--- src/rtl/issue_unit_pkg.sv ---
`default_nettype none
// ============================================================================
// Module   : issue_unit_pkg
// Brief    : Shared widths, lane indices and defaults for the issue unit.
// Revision : 1.0 - initial release
// ============================================================================
package issue_unit_pkg;

    localparam int XLEN           = 32;
    localparam int ROB_TAG_LEN    = 6;
    localparam int NUM_FU         = 4;
    localparam int ISSUE_MULT_LAT = 4;

    // Lane order used on every per-FU bus.
    typedef enum logic [1:0] {
        FU_LSU  = 2'd0,
        FU_MULT = 2'd1,
        FU_BTU  = 2'd2,
        FU_ALU  = 2'd3
    } fu_idx_e;

endpackage
`default_nettype wire

--- src/rtl/issue_unit_fu_tracker.sv ---
`default_nettype none
// ============================================================================
// Module   : issue_unit_fu_tracker
// Brief    : Per-FU in-flight tracker (fixed latency or LSU done-driven).
// Revision : 1.0 - initial release
// ============================================================================
module issue_unit_fu_tracker
    import issue_unit_pkg::*;
#(
    parameter int LATENCY  = 1,
    parameter bit VARIABLE = 1'b0,
    parameter int CNT_W    = 4
) (
    input  logic                   clk,
    input  logic                   reset_n,
    input  logic                   flush,
    input  logic                   grant,
    input  logic [ROB_TAG_LEN-1:0] grant_tag,
    input  logic [XLEN-1:0]        result,
    input  logic                   done,
    output logic                   can_accept,
    output logic                   fu_start,
    output logic                   fu_busy,
    output logic                   wakeup,
    output logic [ROB_TAG_LEN-1:0] wakeup_tag,
    output logic [XLEN-1:0]        wakeup_value
);

    localparam logic [0:0] c_ST_IDLE = 1'b0;
    localparam logic [0:0] c_ST_EXEC = 1'b1;

    logic [0:0]             r_state;
    logic [CNT_W-1:0]       r_cnt;
    logic                   r_busy;
    logic                   r_start;
    logic [ROB_TAG_LEN-1:0] r_tag;
    logic                   r_wakeup;
    logic [ROB_TAG_LEN-1:0] r_wakeup_tag;
    logic [XLEN-1:0]        r_wakeup_value;
    logic                   w_complete;

    // Fixed-latency units finish when the counter reaches 1; the LSU finishes on done.
    assign w_complete = (r_state == c_ST_EXEC) &
                        (VARIABLE ? done : (r_cnt == CNT_W'(1)));

    assign can_accept = VARIABLE ? (~r_busy | done) : (~r_busy | (r_cnt == CNT_W'(1)));

    always_ff @(posedge clk or negedge reset_n) begin
        if (!reset_n) begin
            r_state        <= c_ST_IDLE;
            r_cnt          <= '0;
            r_busy         <= 1'b0;
            r_start        <= 1'b0;
            r_tag          <= '0;
            r_wakeup       <= 1'b0;
            r_wakeup_tag   <= '0;
            r_wakeup_value <= '0;
        end else if (flush) begin
            r_state        <= c_ST_IDLE;
            r_cnt          <= '0;
            r_busy         <= 1'b0;
            r_start        <= 1'b0;
            r_tag          <= '0;
            r_wakeup       <= 1'b0;
            r_wakeup_tag   <= '0;
            r_wakeup_value <= '0;
        end else begin
            r_start  <= grant;
            r_wakeup <= w_complete;
            if (w_complete) begin
                r_wakeup_tag   <= r_tag;
                r_wakeup_value <= result;
            end
            if (grant) begin
                r_state <= c_ST_EXEC;
                r_tag   <= grant_tag;
                r_cnt   <= VARIABLE ? '0 : CNT_W'(LATENCY);
                r_busy  <= VARIABLE ? 1'b1 : (LATENCY > 1);
            end else if (w_complete) begin
                r_state <= c_ST_IDLE;
                r_cnt   <= '0;
                r_busy  <= 1'b0;
            end else if (!VARIABLE && (r_state == c_ST_EXEC)) begin
                r_cnt  <= r_cnt - CNT_W'(1);
                r_busy <= (r_cnt > CNT_W'(2));
            end
        end
    end

    assign fu_start     = r_start;
    assign fu_busy      = r_busy;
    assign wakeup       = r_wakeup;
    assign wakeup_tag   = r_wakeup_tag;
    assign wakeup_value = r_wakeup_value;

endmodule
`default_nettype wire

--- src/rtl/issue_unit.sv ---
`default_nettype none
// ============================================================================
// Module   : issue_unit
// Brief    : Grants ready RS heads to free FUs and drives the wakeup bus.
// Revision : 1.0 - initial release
// ============================================================================
module issue_unit
    import issue_unit_pkg::*;
#(
    parameter int MULT_LAT = ISSUE_MULT_LAT,
    parameter int CNT_W    = 4
) (
    input  logic                                clk,
    input  logic                                reset_n,
    input  logic [NUM_FU-1:0]                   rs_valid,
    input  logic [NUM_FU-1:0][ROB_TAG_LEN-1:0]  rs_tag,
    input  logic [NUM_FU-1:0][XLEN-1:0]         fu_result,
    input  logic                                lsu_done,
    input  logic                                flush,
    output logic [NUM_FU-1:0]                   rs_clear,
    output logic [NUM_FU-1:0][ROB_TAG_LEN-1:0]  rs_clear_tag,
    output logic [NUM_FU-1:0]                   fu_start,
    output logic [NUM_FU-1:0]                   fu_busy,
    output logic [NUM_FU-1:0]                   wakeup,
    output logic [NUM_FU-1:0][ROB_TAG_LEN-1:0]  wakeup_tag,
    output logic [NUM_FU-1:0][XLEN-1:0]         wakeup_value
);

    logic [NUM_FU-1:0] w_can_accept;

    // Reset is folded in so no RS entry is cleared while the trackers are held.
    assign rs_clear     = rs_valid & w_can_accept & {NUM_FU{~flush & reset_n}};
    assign rs_clear_tag = rs_tag;

    for (genvar i = 0; i < NUM_FU; i++) begin : g_lane
        issue_unit_fu_tracker #(
            .LATENCY  ((i == int'(FU_MULT)) ? MULT_LAT : 1),
            .VARIABLE (i == int'(FU_LSU)),
            .CNT_W    (CNT_W)
        ) u_tracker (
            .clk          (clk),
            .reset_n      (reset_n),
            .flush        (flush),
            .grant        (rs_clear[i]),
            .grant_tag    (rs_tag[i]),
            .result       (fu_result[i]),
            .done         ((i == int'(FU_LSU)) ? lsu_done : 1'b0),
            .can_accept   (w_can_accept[i]),
            .fu_start     (fu_start[i]),
            .fu_busy      (fu_busy[i]),
            .wakeup       (wakeup[i]),
            .wakeup_tag   (wakeup_tag[i]),
            .wakeup_value (wakeup_value[i])
        );
    end

endmodule
`default_nettype wire

--- config.mk ---
export PLATFORM = sky130hd
export DESIGN_NAME = issue_unit
export DESIGN_NICKNAME = d
export VERILOG_FILES = /design/src/rtl/issue_unit_pkg.sv /design/src/rtl/issue_unit_fu_tracker.sv /design/src/rtl/issue_unit.sv
export SDC_FILE = /design/constraint.sdc
export NUM_CORES = 1
export LEC_CHECK = 0
export CAP_MARGIN = 15
export CELL_PAD_IN_SITES_DETAIL_PLACEMENT = 1
export CELL_PAD_IN_SITES_GLOBAL_PLACEMENT = 1
export CORE_MARGIN = 10
export CORE_UTILIZATION = 36
export DETAILED_ROUTE_END_ITERATION = 6
export GPL_TIMING_DRIVEN = 0
export PLACE_DENSITY_LB_ADDON = 0.3
export SLEW_MARGIN = 0
export SYNTH_ARGS = -nofsm -noshare
export SYNTH_HDL_FRONTEND = slang
export SYNTH_HIERARCHICAL = 1
export SYNTH_SLANG_ARGS = --single-unit
--- constraint.sdc ---
create_clock -name clk -period 4.6 [get_ports clk]
set_clock_uncertainty 0.1 [all_clocks]
set_input_delay 0.69 -clock clk [delete_from_list [all_inputs] [get_ports clk]]
set_output_delay 0.69 -clock clk [all_outputs]
set_load 0.05 [all_outputs]
==> results of run 1 <==
[routing by layer]
metal	wire length [um]	up-vias
li1	-	3359
met1	11800	3583
met2	15200	217
met3	2600	35
met4	483	0
met5	0	-
[final cells by class]
| cell class | instances | share of cell area |
|---|---|---|
| Sequential cell | 203 | 0.372 |
| Timing Repair Buffer | 351 | 0.259 |
| Multi-Input combinational cell | 447 | 0.231 |
| Clock buffer | 32 | 0.0498 |
| Buffer | 85 | 0.0476 |
| Tap cell | 324 | 0.0297 |
| Clock inverter | 9 | 0.00760 |
| Inverter | 11 | 0.00302 |
[sequential cells by signal (all words and copies together) (netlist names)]
| name | cells |
|---|---|
| g_lane.u_tracker/r_cnt | 12 |
| g_lane.u_tracker/fu_start | 4 |
| g_lane.u_tracker/wakeup | 4 |
| g_lane.u_tracker/fu_busy | 4 |
| g_lane.u_tracker/wakeup_value | 128 |
| g_lane.u_tracker/r_tag | 24 |
| g_lane.u_tracker/r_state | 3 |
| g_lane.u_tracker/wakeup_tag | 24 |
[per-stage QoR]
stage	hold WS, ns	cell area [sq um]
6_report	0.0758	13700
5_1_grt	0.121	13700
4_1_cts	0.102	13700
3_5_place_dp	0.380	12900
3_3_place_gp	0.382	12800
2_1_floorplan	0.294	8930
[report_power, final]
group | internal [W] | switching (W)
Clock | 0.00114 | 0.000741
Combinational | 0.000270 | 0.000323
Sequential | 0.00182 | 0.0000282
Total | 0.00323 | 0.00109
[final timing paths]
check                      cells past startpoint                                    to  slack [ns]
setup / recovery                               4                           rs_clear[1]        0.79
hold / removal                                 1  g_lane[3].u_tracker/wakeup_value[26]        0.08
setup reg to reg                               9          g_lane[3].u_tracker/r_cnt[0]        1.83
hold reg to reg                                1  g_lane[3].u_tracker/wakeup_value[13]        0.40
max in group asynchronous                      2  g_lane[1].u_tracker/wakeup_value[20]        3.25
min in group clk                               1  g_lane[3].u_tracker/wakeup_value[13]        0.40
==> metrics.log, run 1 <==
[metrics] outcome: completed
[metrics] headroom to the max-slew limit: 0.523
[metrics] die extent in y: 178 um
[metrics] syn_nets: 915
[metrics] synthesis-to-layout area growth: 52.9%
[metrics] diode count: 0
[metrics] Power, Total: between 0.004 and 0.005 W
[metrics] Max Slew Vio Count: 0
[metrics] area used by sequential logic in the layout: 5080 sq um
[metrics] commonest non-fill, non-tap cells in the layout: sky130_fd_sc_hd__clkdlybuf4s50_1 (349), sky130_fd_sc_hd__dfrtp_1 (203), sky130_fd_sc_hd__nand2_1 (89)
[metrics] DRC violations left: 0
[metrics] share of cells above drive strength 1: 0.178
[metrics] cell area power density: between 300 and 400 nW/um^2
[metrics] number of port buffers: 350
[metrics] remaining global-route overflow: 0
[metrics] number of levels in the clock H-tree: 1
[metrics] number of I/O pins: 352
[metrics] number of maximum-capacitance violations: 0
[metrics] commonest non-fill, non-tap cell in the layout: sky130_fd_sc_hd__clkdlybuf4s50_1
[metrics] fill cell instance count of the final layout: 2,583
[metrics] slowest cell on the critical path: sky130_fd_sc_hd__clkdlybuf4s50_1
[metrics] clock root buffer master: sky130_fd_sc_hd__clkbuf_16
[metrics] half-perimeter wire length of the detailed placement result: 22,300 um
[metrics] min cycle time layout: 3.81 ns
[metrics] area of the core region: 24,400 sq um
[metrics] critical path cell sequence: buf_8 > buf_16 > and4b_1 > clkdlybuf4s50_1
[metrics] largest fanout on the critical path: 117
[metrics] Post-CTS Hold Buffers: 0
[metrics] count of mapped cells out of synthesis: 746
[metrics] clock sinks: 203
[metrics] Non-Filler Instances: ~1,500
[metrics] starting density of the core: 0.366
[metrics] cell row count: 57
[metrics] clock tree from TritonCTS: built
[metrics] initial DRC count: 313
[metrics] total of endpoints with negative setup slack in the final report: 0
[metrics] clock transition at the registers of the reported paths: around 0.06 ns
[metrics] setup TNS: 0 ns
[metrics] Max Buffers Root-to-Sink: 3
[metrics] worst setup path start: reset_n
[metrics] highest achievable clock rate: 263 MHz
[metrics] critical path endpoint category: output pin
[metrics] number of buffers created by CTS: 23
[metrics] Hold Crit Class: in -> async
[metrics] signal arrival time at the worst endpoint: 3.02 ns
[metrics] Cells after DPL: around 1,400
[metrics] final routed wirelength across all metal layers: between 30,000 and 40,000 um
[metrics] wire length of the first global-routing pass: 46,500 um
[metrics] combined global-route utilization of all metal layers: 0.183
[metrics] DR WL/cell: 20.5 um
[metrics] count of warnings emitted by yosys: 6
[metrics] Skew-Pair Late Insertion Delay: slightly above 0.5 ns
[metrics] core occupancy in the finished layout: 0.560
[metrics] CP bufs+invs: 3
[metrics] setup repair after global routing missed its margin: no
[metrics] met1 track demand over resource in global routing: 0.211
[metrics] number of detailed-routing iterations run before antenna repair: 4
[metrics] Crit Path Category: in -> out
[metrics] category of the worst setup path launch point: input port
[metrics] area used by multi-input combinational logic: 3160 sq um
[metrics] routed vias/inst: 4.92
[metrics] met2 Use GR: 0.322
[metrics] Largest delay share family, worst path: buffers and inverters
[metrics] antenna violations before repair: 0
[metrics] hold violation total from the final report: 0
[metrics] Die Width: roughly 180 um
[metrics] netlist area before placement: 8930 sq um
[metrics] least setup slack across all paths after layout: approximately 0.79 ns
[metrics] setup bufs post-CTS: 0
[metrics] total leakage power: 5.77 nW
[metrics] count of antenna-violating nets left after detailed routing: 0
[metrics] slew at the pin with the worst max-slew slack: 0.715 ns
[metrics] mean post-synth cell area: ~12 sq um
[metrics] maximum number of pins on one net before global-route repair: 118
[metrics] Die ar.: roughly 32,000 sq um
[metrics] layout net count: 1,291
[metrics] data required time at the worst endpoint: 3.81 ns
[metrics] launch instance of the worst register-to-register path: g_lane[3].u_tracker/r_cnt[1]
[metrics] via count of the first global-routing pass: 8,048
[metrics] peak supply drop: 207 uV
[metrics] most used routing layer: met2
[metrics] ratio of final minimum period to clock period: 0.827
[metrics] Placement Setup Slack: approximately 0.76 ns
[metrics] number of gates resized after CTS: 0
[metrics] largest incremental delay on the critical path: ~0.87 ns
[metrics] routability congestion estimate from global placement: between 0.7 and 0.8
[metrics] routing usage on met3: 0.0663
[metrics] number of vias after detailed routing: 7,194
Note: power is estimated with default switching activity, not from simulation.
==> run 2: changes to the inputs <==
--- a/config.mk
+++ b/config.mk
@@ -9,7 +9,7 @@
 export CELL_PAD_IN_SITES_DETAIL_PLACEMENT = 1
 export CELL_PAD_IN_SITES_GLOBAL_PLACEMENT = 1
 export CORE_MARGIN = 10
-export CORE_UTILIZATION = 36
+export CORE_UTILIZATION = 30
 export DETAILED_ROUTE_END_ITERATION = 6
 export GPL_TIMING_DRIVEN = 0
 export PLACE_DENSITY_LB_ADDON = 0.3
==> constraint.sdc (replaced) <==
create_clock -name clk -period 3.32 [get_ports clk]
set_clock_uncertainty 0.1 [all_clocks]
set_input_delay 0.498 -clock clk [delete_from_list [all_inputs] [get_ports clk]]
set_output_delay 0.498 -clock clk [all_outputs]
set_load 0.05 [all_outputs]
==> metrics.log, run 2 (synthesis gave the netlist of run 1 again) <==
[metrics] highest achievable clock rate: 315 MHz
[metrics] Crit Path Category: in -> out (unchanged)
[metrics] final routed wirelength across all metal layers: 31,300 um (was 30,000 um)
[metrics] cell area power density: 451 nW/um^2 (was 317 nW/um^2)
[metrics] Die Width: 193 um (was 178 um)
[metrics] maximum number of pins on one net before global-route repair: 113 (was 118)
[metrics] DRC violations left: 0 (unchanged)
[metrics] number of vias after detailed routing: 7,238 (was 7,194)
[metrics] largest fanout on the critical path: 12 (was 117)
[metrics] number of levels in the clock H-tree: 1 (unchanged)
[metrics] start point of the worst min-delay path: lsu_done
[metrics] Final Instance Area: 13,900 sq um (was 13,700 sq um)
[metrics] Skew-Pair Late Insertion Delay: 0.53 ns (was 0.51 ns)
[metrics] die extent in y: 193 um (was 178 um)
[metrics] number of port buffers: 350 (unchanged)
[metrics] setup TNS: 0 ns (unchanged)
[metrics] DR WL/cell: 20.4 um (was 20.5 um)
[metrics] commonest non-fill, non-tap cells in the layout: sky130_fd_sc_hd__clkdlybuf4s50_1 (346), sky130_fd_sc_hd__dfrtp_1 (203), sky130_fd_sc_hd__nand2_1 (89) (was sky130_fd_sc_hd__clkdlybuf4s50_1 (349), sky130_fd_sc_hd__dfrtp_1 (203), sky130_fd_sc_hd__nand2_1 (89))
[metrics] internal power: 0.00468 W (was 0.00323 W)
[metrics] Max Slew Vio Count: 0 (unchanged)
[metrics] number of buffers created by CTS: 25 (was 23)
[metrics] Hold Crit Class: in -> reg (was in -> async)
[metrics] outcome: completed (unchanged)
[metrics] clock network fraction of design power: 0.457 (was 0.435)
[metrics] Sw Share: 0.252 (was 0.253)
[metrics] remaining global-route overflow: 0 (unchanged)
[metrics] routed vias/inst: 4.72 (was 4.92)
[metrics] antenna violations before repair: 1 (was 0)
[metrics] clock sinks: 203 (unchanged)
[metrics] area of the core region: 29,500 sq um (was 24,400 sq um)
[metrics] number of detailed-routing iterations run before antenna repair: 4 (unchanged)
[metrics] hold violation total from the final report: 0 (unchanged)
[metrics] category of the worst setup path launch point: input port (unchanged)
[metrics] min cycle time layout: ~3.2 ns
[metrics] Largest register FFs: 128 (unchanged)
[metrics] setup repair after global routing missed its margin: no (unchanged)
[metrics] total leakage power: 5.84 nW (was 5.77 nW)
[metrics] combined global-route utilization of all metal layers: 0.163 (was 0.183)
[metrics] clock transition at the registers of the reported paths: 0.05 ns (was 0.06 ns)
[metrics] commonest non-fill, non-tap cell in the layout: sky130_fd_sc_hd__clkdlybuf4s50_1 (unchanged)
[metrics] peak supply drop: 248 uV (was 207 uV)
[metrics] via count of the first global-routing pass: 8,096 (was 8,048)
[metrics] data required time at the worst endpoint: 2.72 ns (was 3.81 ns)
[metrics] placement-stage cell area: 13,000 sq um (was 12,900 sq um)
[metrics] slew at the pin with the worst max-slew slack: 0.743 ns (was 0.715 ns)
[metrics] total of endpoints with negative setup slack in the final report: 0 (unchanged)
[metrics] cell row count: 63 (was 57)
[metrics] clock tree from TritonCTS: built (unchanged)
[metrics] launch instance of the worst register-to-register path: g_lane[3].u_tracker/r_cnt[1] (unchanged)
[metrics] net switching power figure: 0.00158 W (was 0.00109 W)
[metrics] worst reg-to-reg setup slack: 0.57 ns (was 1.83 ns)
[metrics] ratio of final minimum period to clock period: 0.957
[metrics] half-perimeter wire length of the detailed placement result: 22,600 um (was 22,300 um)
[metrics] count of antenna-violating nets left after detailed routing: 0 (unchanged)
[metrics] number of I/O pins: 352 (unchanged)
[metrics] signal arrival time at the worst endpoint: 2.58 ns (was 3.02 ns)
[metrics] share of cells above drive strength 1: 0.182 (was 0.178)
[metrics] endpoint of the worst hold-timing path: g_lane[0].u_tracker/fu_busy
[metrics] end of the worst register-to-register path: g_lane[3].u_tracker/r_cnt[0] (unchanged)
[metrics] critical path endpoint category: output pin (unchanged)
[metrics] setup bufs post-CTS: 0 (unchanged)
[metrics] routability congestion estimate from global placement: 0.765 (about the same)
[metrics] highest layer used for signal routing: met4 (unchanged)
[metrics] proportion of power drawn by flip-flops and latches: 0.410 (was 0.428)
[metrics] fill cell instance count of the final layout: 3,169 (was 2,583)
[metrics] layout net count: 1,295 (was 1,291)
[metrics] number of cell instances on the worst register-to-register path: 9 (unchanged)
[metrics] starting density of the core: 0.303 (was 0.366)
[metrics] Max Buffers Root-to-Sink: 3 (unchanged)
[metrics] initial DRC count: 242 (was 313)
[metrics] clock root buffer master: sky130_fd_sc_hd__clkbuf_16 (unchanged)
[metrics] met2 routed WL: 15,500 um (was 15,200 um)
[metrics] headroom to the max-slew limit: 0.503 (was 0.523)
[metrics] synthesis-to-layout area growth: 55.2% (was 52.9%)
[metrics] wire length of the first global-routing pass: 48,300 um (was 46,500 um)
[metrics] number of maximum-capacitance violations: 0 (unchanged)
[metrics] Hold Crit Depth: 3
[metrics] Die ar.: 37,100 sq um (was 31,500 sq um)
[metrics] met3 wire length: 2630 um (was 2600 um)
[metrics] Gate power share: 0.133 (was 0.137)
[metrics] M1 wire length: 12,800 um (was 11,800 um)
-- run 2: changes by cell type in the layout (fill, tap and decap cells not counted), sizes merged --
cell,delta
diode,+1
dlygate4sd3,+1
dlygate4sd2,+1
clkbuf,+6
buf,+1
bufinv,+1
clkinv,-2
inv,+1
clkdlybuf4s50,-3
-- run 2: power groups by stage --
stage,combinational [W],sequential (W),clock [W]
2_1_floorplan,0.000312,0.00270,0
3_3_place_gp,0.000823,0.00261,0
3_5_place_dp,0.000837,0.00261,0
4_1_cts,0.000849,0.00256,0.00296
5_1_grt,0.000894,0.00257,0.00308
6_report,0.000832,0.00256,0.00286
-- run 2: stage by stage --
| stage | utilization | hold slack, ns | power (W) | instances | worst slack, ns |
|---|---|---|---|---|---|
| finish | 0.470 | 0.229 | 0.00625 | 1535 | 0.142 |
| global route | 0.470 | 0.218 | 0.00654 | 1534 | 0.0108 |
| CTS | 0.470 | 0.199 | 0.00637 | 1534 | 0.0259 |
| detailed placement | 0.439 | 0.381 | 0.00344 | 1487 | -0.185 |
| global placement | 0.438 | 0.382 | 0.00343 | 1486 | -7.73 |
| floorplan | - | 0.102 | 0.00301 | 746 | 0.546 |
-- run 2: worst max path at each step --
stage               slack (ns)  cells after the start                              endpoint                    startpoint
floorplan                 0.55                      9          g_lane[3].u_tracker/r_cnt[0]  g_lane[3].u_tracker/r_cnt[1]
global placement         -7.73                      1  g_lane[2].u_tracker/wakeup_value[22]                       reset_n
detailed placement       -0.19                      4                           rs_clear[2]                       reset_n
CTS                       0.03                      6                           rs_clear[1]  g_lane[1].u_tracker/r_cnt[1]
global route              0.01                      5                           rs_clear[3]                       reset_n
finish                    0.14                      3                           rs_clear[0]                         flush
-- run 2: layout make-up --
cell class / count / area, sq um / share of cell area
plain buffers: 85 / 649 / 0.0469
inverters: 11 / 41.3 / 0.00298
diodes: 1 / 2.50 / 0.000181
well taps: 390 / 488 / 0.0352
multi-input cells: 447 / 3160 / 0.228
repair buffers: 353 / 3570 / 0.257
clock inverters: 9 / 133 / 0.00957
flip-flops and latches: 203 / 5080 / 0.367
clock buffers: 36 / 737 / 0.0532
-- run 2: critical path: stages --
cell	delay [ns]
sky130_fd_sc_hd__clkdlybuf4s50_1	0.80
sky130_fd_sc_hd__and4b_1	0.43
sky130_fd_sc_hd__clkdlybuf4s50_1	0.84
-- run 2: repair_timing --
item | CTS | global route
endpoints found under the setup margin | 3 | 2
pin swaps | 0 | 0
gates resized for setup | 5 | 3
endpoints found under the hold margin | 93 | 0
hold buffers | 2 | 0
-- run 2: per-layer routing --
layer,GRT usage,vias to the layer above
li1,-,3362
met1,0.200,3645
met2,0.276,203
met3,0.0533,28
met4,0.0298,0
met5,0,-
==> variant 1 (settings of run 2) <==
`CNT_W` is set to 4 in 2 places; all go to 5.
--- a/src/rtl/issue_unit_fu_tracker.sv
+++ b/src/rtl/issue_unit_fu_tracker.sv
@@ -9,7 +9,7 @@
 #(
     parameter int LATENCY  = 1,
     parameter bit VARIABLE = 1'b0,
-    parameter int CNT_W    = 4
+    parameter int CNT_W    = 5
 ) (
     input  logic                   clk,
     input  logic                   reset_n,
--- a/src/rtl/issue_unit.sv
+++ b/src/rtl/issue_unit.sv
@@ -8,7 +8,7 @@
     import issue_unit_pkg::*;
 #(
     parameter int MULT_LAT = ISSUE_MULT_LAT,
-    parameter int CNT_W    = 4
+    parameter int CNT_W    = 5
 ) (
     input  logic                                clk,
     input  logic                                reset_n,
Function: no difference found for any inputs over 4 cycles, from zero or initial values and one cycle with reset_n low; that may be too few to reach the edited logic, so the function may still have changed.
==> variant 1 against run 2 <==
Sequential cell count rose by 3. Clock power fell by 5%. Cell count fell by 4.1%. Synthesized area fell by 0.31%. Total power fell by 2.7%. Routed wire length fell by 2.3%. Global-route usage fell by 0.74 points. Final area fell by 0.47%. Count of clock-buffer cells in the layout fell by 4. Synthesized cell count fell by 8.3%. Setup slack improved by 120 ps. Critical path type is now reg2out. Highest routed layer is now met5.
==> variant 1: results (changes against run 2) <==
| Metric | Value |
|---|---|
| Clk buf depth | `3 (unchanged)` |
| CTS Buf Count | `24 (-4.0%)` |
| Hold Path Depth | `3 (unchanged)` |
| # H-tree levels | `1 (unchanged)` |
| Clock latency at the later pin of the worst-skew pair | `520 ps` |
| VDD IR-drop max | `0.292 mV (+18%)` |
| Max reg flops | `128 (unchanged)` |
| Hold endpoint | `g_lane[0].u_tracker/fu_busy$_DFFE_PN0P_` |
| Critical path fanouts, max | `5 (-7)` |
| Leakage power | `5.88 nW (+0.71%)` |
| R2R setup slack | `600 ps (+30 ps)` |
| Dpl ws | `-242 ps (-56.2 ps)` |
| Final GP Congestion | `0.744 (-2.7%)` |
| Slowest cell on the critical path | `or4b_4` |
| Tightest Pin Transition | `1110 ps (+366 ps)` |
| WHS | `256 ps (+26.2 ps)` |
| Worst EP arrival | `2460 ps (-120 ps)` |
| Die ar. | `0.0370 sq mm (-0.28%)` |
| GRT Total Usage | `15.6% (-0.74 points)` |
| Nets | `1234 (-4.7%)` |
| FF-to-FF path depth | `9 (unchanged)` |
| PortBufs | `350 (unchanged)` |
| Wire length of the first global-routing pass | `46000 microns (-4.6%)` |
| Drt pass-1 iters | `4 (unchanged)` |
| Dpl hpwl | `21900 microns (-2.8%)` |
| Largest net degree at the start of global routing | `113 (unchanged)` |
| Root buf cell | `clkbuf_16` |
| Synth Net Count | `853 (-6.8%)` |
| Min-delay src | `lsu_done` |
| Final WL | `30600 microns (-2.3%)` |
| Hold Crit Class | `in2reg` |
| Share of cells above drive strength 1 | `18.7% (+0.49 points)` |
| Initial antenna violation count | `1 (unchanged)` |
| Worst r2r src | `g_lane[3].u_tracker/r_cnt[1]$_DFFE_PN0P_` |
| Detailed Route Iter0 Violations | `239 (-1.2%)` |
| Crit Reg-Reg Endpoint | `g_lane[3].u_tracker/fu_busy$_DFFE_PN0P_` |
| Outcome | `finished, final reports clean` |
| Antenna cell count | `0 (-1)` |
| Crit end category | `primary output` |
| CP max stage delay | `520 ps (-320 ps)` |
| Warnings, synthesis | `6 (unchanged)` |
| Vias per inst | `4.77 (+1.2%)` |
| Vias in the first global route | `7776 (-4.0%)` |
| Clock Pin Slew Worst Setup and Hold Paths | `60 ps` |
-- variant 1: through the flow --
stage	std cells	area (sq um)
after floorplan	684	8900
after global placement	1424	12900
after detailed placement	1425	12900
after CTS	1468	13700
after global routing	1472	13800
final	1472	13800
-- variant 1: metal layers --
| metal | vias to the layer above | part of all wire [%] | GRT usage, % | wire, microns |
|---|---|---|---|---|
| met5 | - | 0.043 | 0 | 13 |
| li1 | 3240 | - | - | - |
| met3 | 39 | 9.0 | 5.93 | 2760 |
| met2 | 213 | 48 | 25.5 | 14700 |
| met1 | 3531 | 41 | 19.1 | 12600 |
| met4 | 2 | 1.5 | 3.40 | 455 |
-- variant 1: how the worst max path moves through the flow --
stage | slack [ps] | cells past startpoint | end | startpoint
6_report | 260 | 6 | rs_clear[1] | g_lane[1].u_tracker/r_cnt[1]$_DFFE_PN0P_
5_1_grt | 60 | 6 | rs_clear[1] | g_lane[1].u_tracker/r_cnt[1]$_DFFE_PN0P_
3_3_place_gp | -7860 | 1 | g_lane[1].u_tracker/wakeup_value[20]$_DFFE_PN0P_ | reset_n
3_5_place_dp | -240 | 3 | rs_clear[1] | flush
4_1_cts | 3 | 6 | rs_clear[2] | g_lane[2].u_tracker/r_cnt[1]$_DFFE_PN0P_
2_1_floorplan | 550 | 9 | g_lane[3].u_tracker/fu_busy$_DFFE_PN0P_ | g_lane[3].u_tracker/r_cnt[1]$_DFFE_PN0P_
-- variant 1: critical path: cells and delay by family (launching register included) --
kind                       cells  cell delay, ps
adders and majority gates      1             220
buffers and inverters          2             430
DFF                            1             420
and+or+nand+nor                3             860
-- variant 1: repair_timing --
action	CTS	global route
endpoints found under the setup margin	4	3
hold endpoints to repair	95	34
buffers inserted	0	0
resized for setup	7	5
-- variant 1: where the power goes --
| group | switching (mW) | internal, mW |
|---|---|---|
| clock | 1.09 | 1.63 |
| combinational | 0.425 | 0.355 |
| sequential | 0.0331 | 2.55 |
| total | 1.55 | 4.54 |
-- variant 1: layout make-up --
| class | instances | area, sq um |
|---|---|---|
| fillers | 3090 | 15700 |
| flip-flops and latches | 206 | 5150 |
| repair buffers | 355 | 3600 |
| multi-input cells | 386 | 3100 |
| clock buffers | 32 | 661 |
| plain buffers | 81 | 607 |
| well taps | 390 | 488 |
| clock inverters | 11 | 144 |
| inverters | 11 | 41.3 |
==> variant 2 (settings of run 2) <==
Without the edit above. Register the output `fu_start`; this adds one clock of latency there. The other outputs are not delayed to match.
--- a/src/rtl/issue_unit.sv
+++ b/src/rtl/issue_unit.sv
@@ -26,6 +26,8 @@
     output logic [NUM_FU-1:0][XLEN-1:0]         wakeup_value
 );
 
+    logic [NUM_FU-1:0] fu_start_d;
+
     logic [NUM_FU-1:0] w_can_accept;
 
     // Reset is folded in so no RS entry is cleared while the trackers are held.
@@ -46,7 +48,7 @@
             .result       (fu_result[i]),
             .done         ((i == int'(FU_LSU)) ? lsu_done : 1'b0),
             .can_accept   (w_can_accept[i]),
-            .fu_start     (fu_start[i]),
+            .fu_start     (fu_start_d[i]),
             .fu_busy      (fu_busy[i]),
             .wakeup       (wakeup[i]),
             .wakeup_tag   (wakeup_tag[i]),
@@ -54,6 +56,10 @@
         );
     end
 
+    always_ff @(posedge clk) begin
+        fu_start <= fu_start_d;
+    end
+
 endmodule
 `default_nettype wire
 
Formal check against the unedited RTL: not equivalent (a bounded check fails within 4 cycles, from zero or initial values and one cycle with reset_n low).
==> variant 2 against run 2 <==
The run now ends with negative hold slack left. Synthesized area up 0.90%. Cell count up 0.33%. Critical path depth is 3 higher. Sequential cell count up 4. Via count shrank 0.12%. Setup slack gained 62 ps. Total power is 0.25% higher. Die area increased by 0.80%. Final area increased by 0.40%. Routed wire length down 0.14%. Core utilization fell by 0.064 points.
==> variant 2: results (changes against run 2) <==
| Metric | Value |
|---|---|
| Synth Instances | `750 (+0.54%)` |
| VDD IR-drop max | `0.303 mV (+22%)` |
| FF-to-FF path depth | `9 (unchanged)` |
| Share of cells above drive strength 1 | `18.4% (+0.20 points)` |
| Largest net degree at the start of global routing | `107 (-5.3%)` |
| Clock latency at the later pin of the worst-skew pair | `530 ps (about the same)` |
| Dpl ws | `-120 ps (+65.5 ps)` |
| Synth Net Count | `919 (+0.44%)` |
| Via count | `7229 (-0.12%)` |
| Clk buf depth | `3 (unchanged)` |
| Root buf cell | `clkbuf_16` |
| Max reg flops | `128 (unchanged)` |
| GRT Total Usage | `15.9% (-0.35 points)` |
| Clock Pin Slew Worst Setup and Hold Paths | `70 ps (+20 ps)` |
| Warnings, synthesis | `6 (unchanged)` |
| Nets | `1298 (+0.23%)` |
| Final Hold Fails | `99 (+99)` |
| Vias in the first global route | `8051 (-0.56%)` |
| Worst-case headroom to the max-slew limit | `43.7% (-6.7 points)` |
| Average wire per standard cell | `20.3 microns (-0.46%)` |
| Final GP Congestion | `0.756 (-1.2%)` |
| Worst r2r src | `g_lane[3].u_tracker/r_cnt[1]$_DFFE_PN0P_` |
| Drt pass-1 iters | `4 (unchanged)` |
| # H-tree levels | `1 (unchanged)` |
| Detailed Route Iter0 Violations | `254 (+5.0%)` |
| Critical path fanouts, max | `5 (-7)` |
| Outcome | `complete, but fails checks` |
| Failing checks | `negative hold slack` |
| Dpl hpwl | `22500 microns (-0.30%)` |
| Vias per inst | `4.69 (-0.45%)` |
| WHS | `-211 ps (-440 ps)` |
| PortBufs | `350 (unchanged)` |
| Worst EP arrival | `2520 ps (-60 ps)` |
| Crit Reg-Reg Endpoint | `g_lane[3].u_tracker/r_cnt[0]$_DFFE_PN0P_` |
| Hold Crit Class | `in2async` |
| Wire length of the first global-routing pass | `49200 microns (+1.9%)` |
| R2R setup slack | `560 ps` |
| CTS Buf Count | `25 (unchanged)` |
| Placed Cells | `1491 (+0.27%)` |
| Leakage power | `5.87 nW (+0.59%)` |
| Initial antenna violation count | `2 (+1)` |
==> variant 2: what timing repair did <==
action	in CTS	in global routing
endpoints found under the hold margin	99	99
resized for setup	5	4
buffers inserted	0	0
setup endpoints to repair	4	3
cloned	0	1
==> variant 2: critical path, cell delays in order (launching register included) <==
cell           delay [ps]
dfrtp_1               440
inv_1                 130
ha_1                  170
or3b_4                420
nand2_1                80
and4b_1               210
dlygate4sd2_1         540
==> variant 2: how the worst max path moves through the flow <==
stage | cells past startpoint | slack, ps | startpoint | endpoint
6_report | 6 | 200 | g_lane[3].u_tracker/r_cnt[1]$_DFFE_PN0P_ | rs_clear[3]
5_1_grt | 6 | 40 | g_lane[3].u_tracker/r_cnt[1]$_DFFE_PN0P_ | rs_clear[3]
4_1_cts | 6 | 10 | g_lane[1].u_tracker/r_cnt[1]$_DFFE_PN0P_ | rs_clear[1]
3_5_place_dp | 4 | -120 | reset_n | rs_clear[0]
3_3_place_gp | 1 | -7680 | reset_n | g_lane[2].u_tracker/wakeup_value[22]$_DFFE_PN0P_
2_1_floorplan | 9 | 550 | g_lane[3].u_tracker/r_cnt[1]$_DFFE_PN0P_ | g_lane[3].u_tracker/r_cnt[0]$_DFFE_PN0P_
==> variant 2: area by class of cell <==
cell class	instances	area (sq um)
diodes	2	5.00
fillers	3193	15700
inverters	11	41.3
repair buffers	352	3550
clock inverters	13	140
flip-flops and latches	207	5160
well taps	390	488
clock buffers	33	716
multi-input cells	447	3160
plain buffers	85	649
==> variant 2: stage by stage <==
stage                     total power [mW]  cell area (sq um)
after floorplan                       3.06               9010
after CTS                             6.37              13900
after global routing                  6.55              13900
after detailed placement              3.49              13000
after global placement                3.48              13000
final                                 6.27              13900
==> variant 2: per-layer routing <==
layer / track usage (%) / up-vias / wire length (microns)
li1: - / 3371 / -
met1: 19.0 / 3628 / 12800
met2: 27.0 / 202 / 15600
met3: 5.71 / 28 / 2350
met4: 3.55 / 0 / 497
met5: 0 / - / 0
==> variant 2: power by group <==
group	total (mW)	internal (mW)	switching [mW]
Sequential	2.61	2.57	0.0390
Clock	2.83	1.68	1.15
Combinational	0.827	0.375	0.451
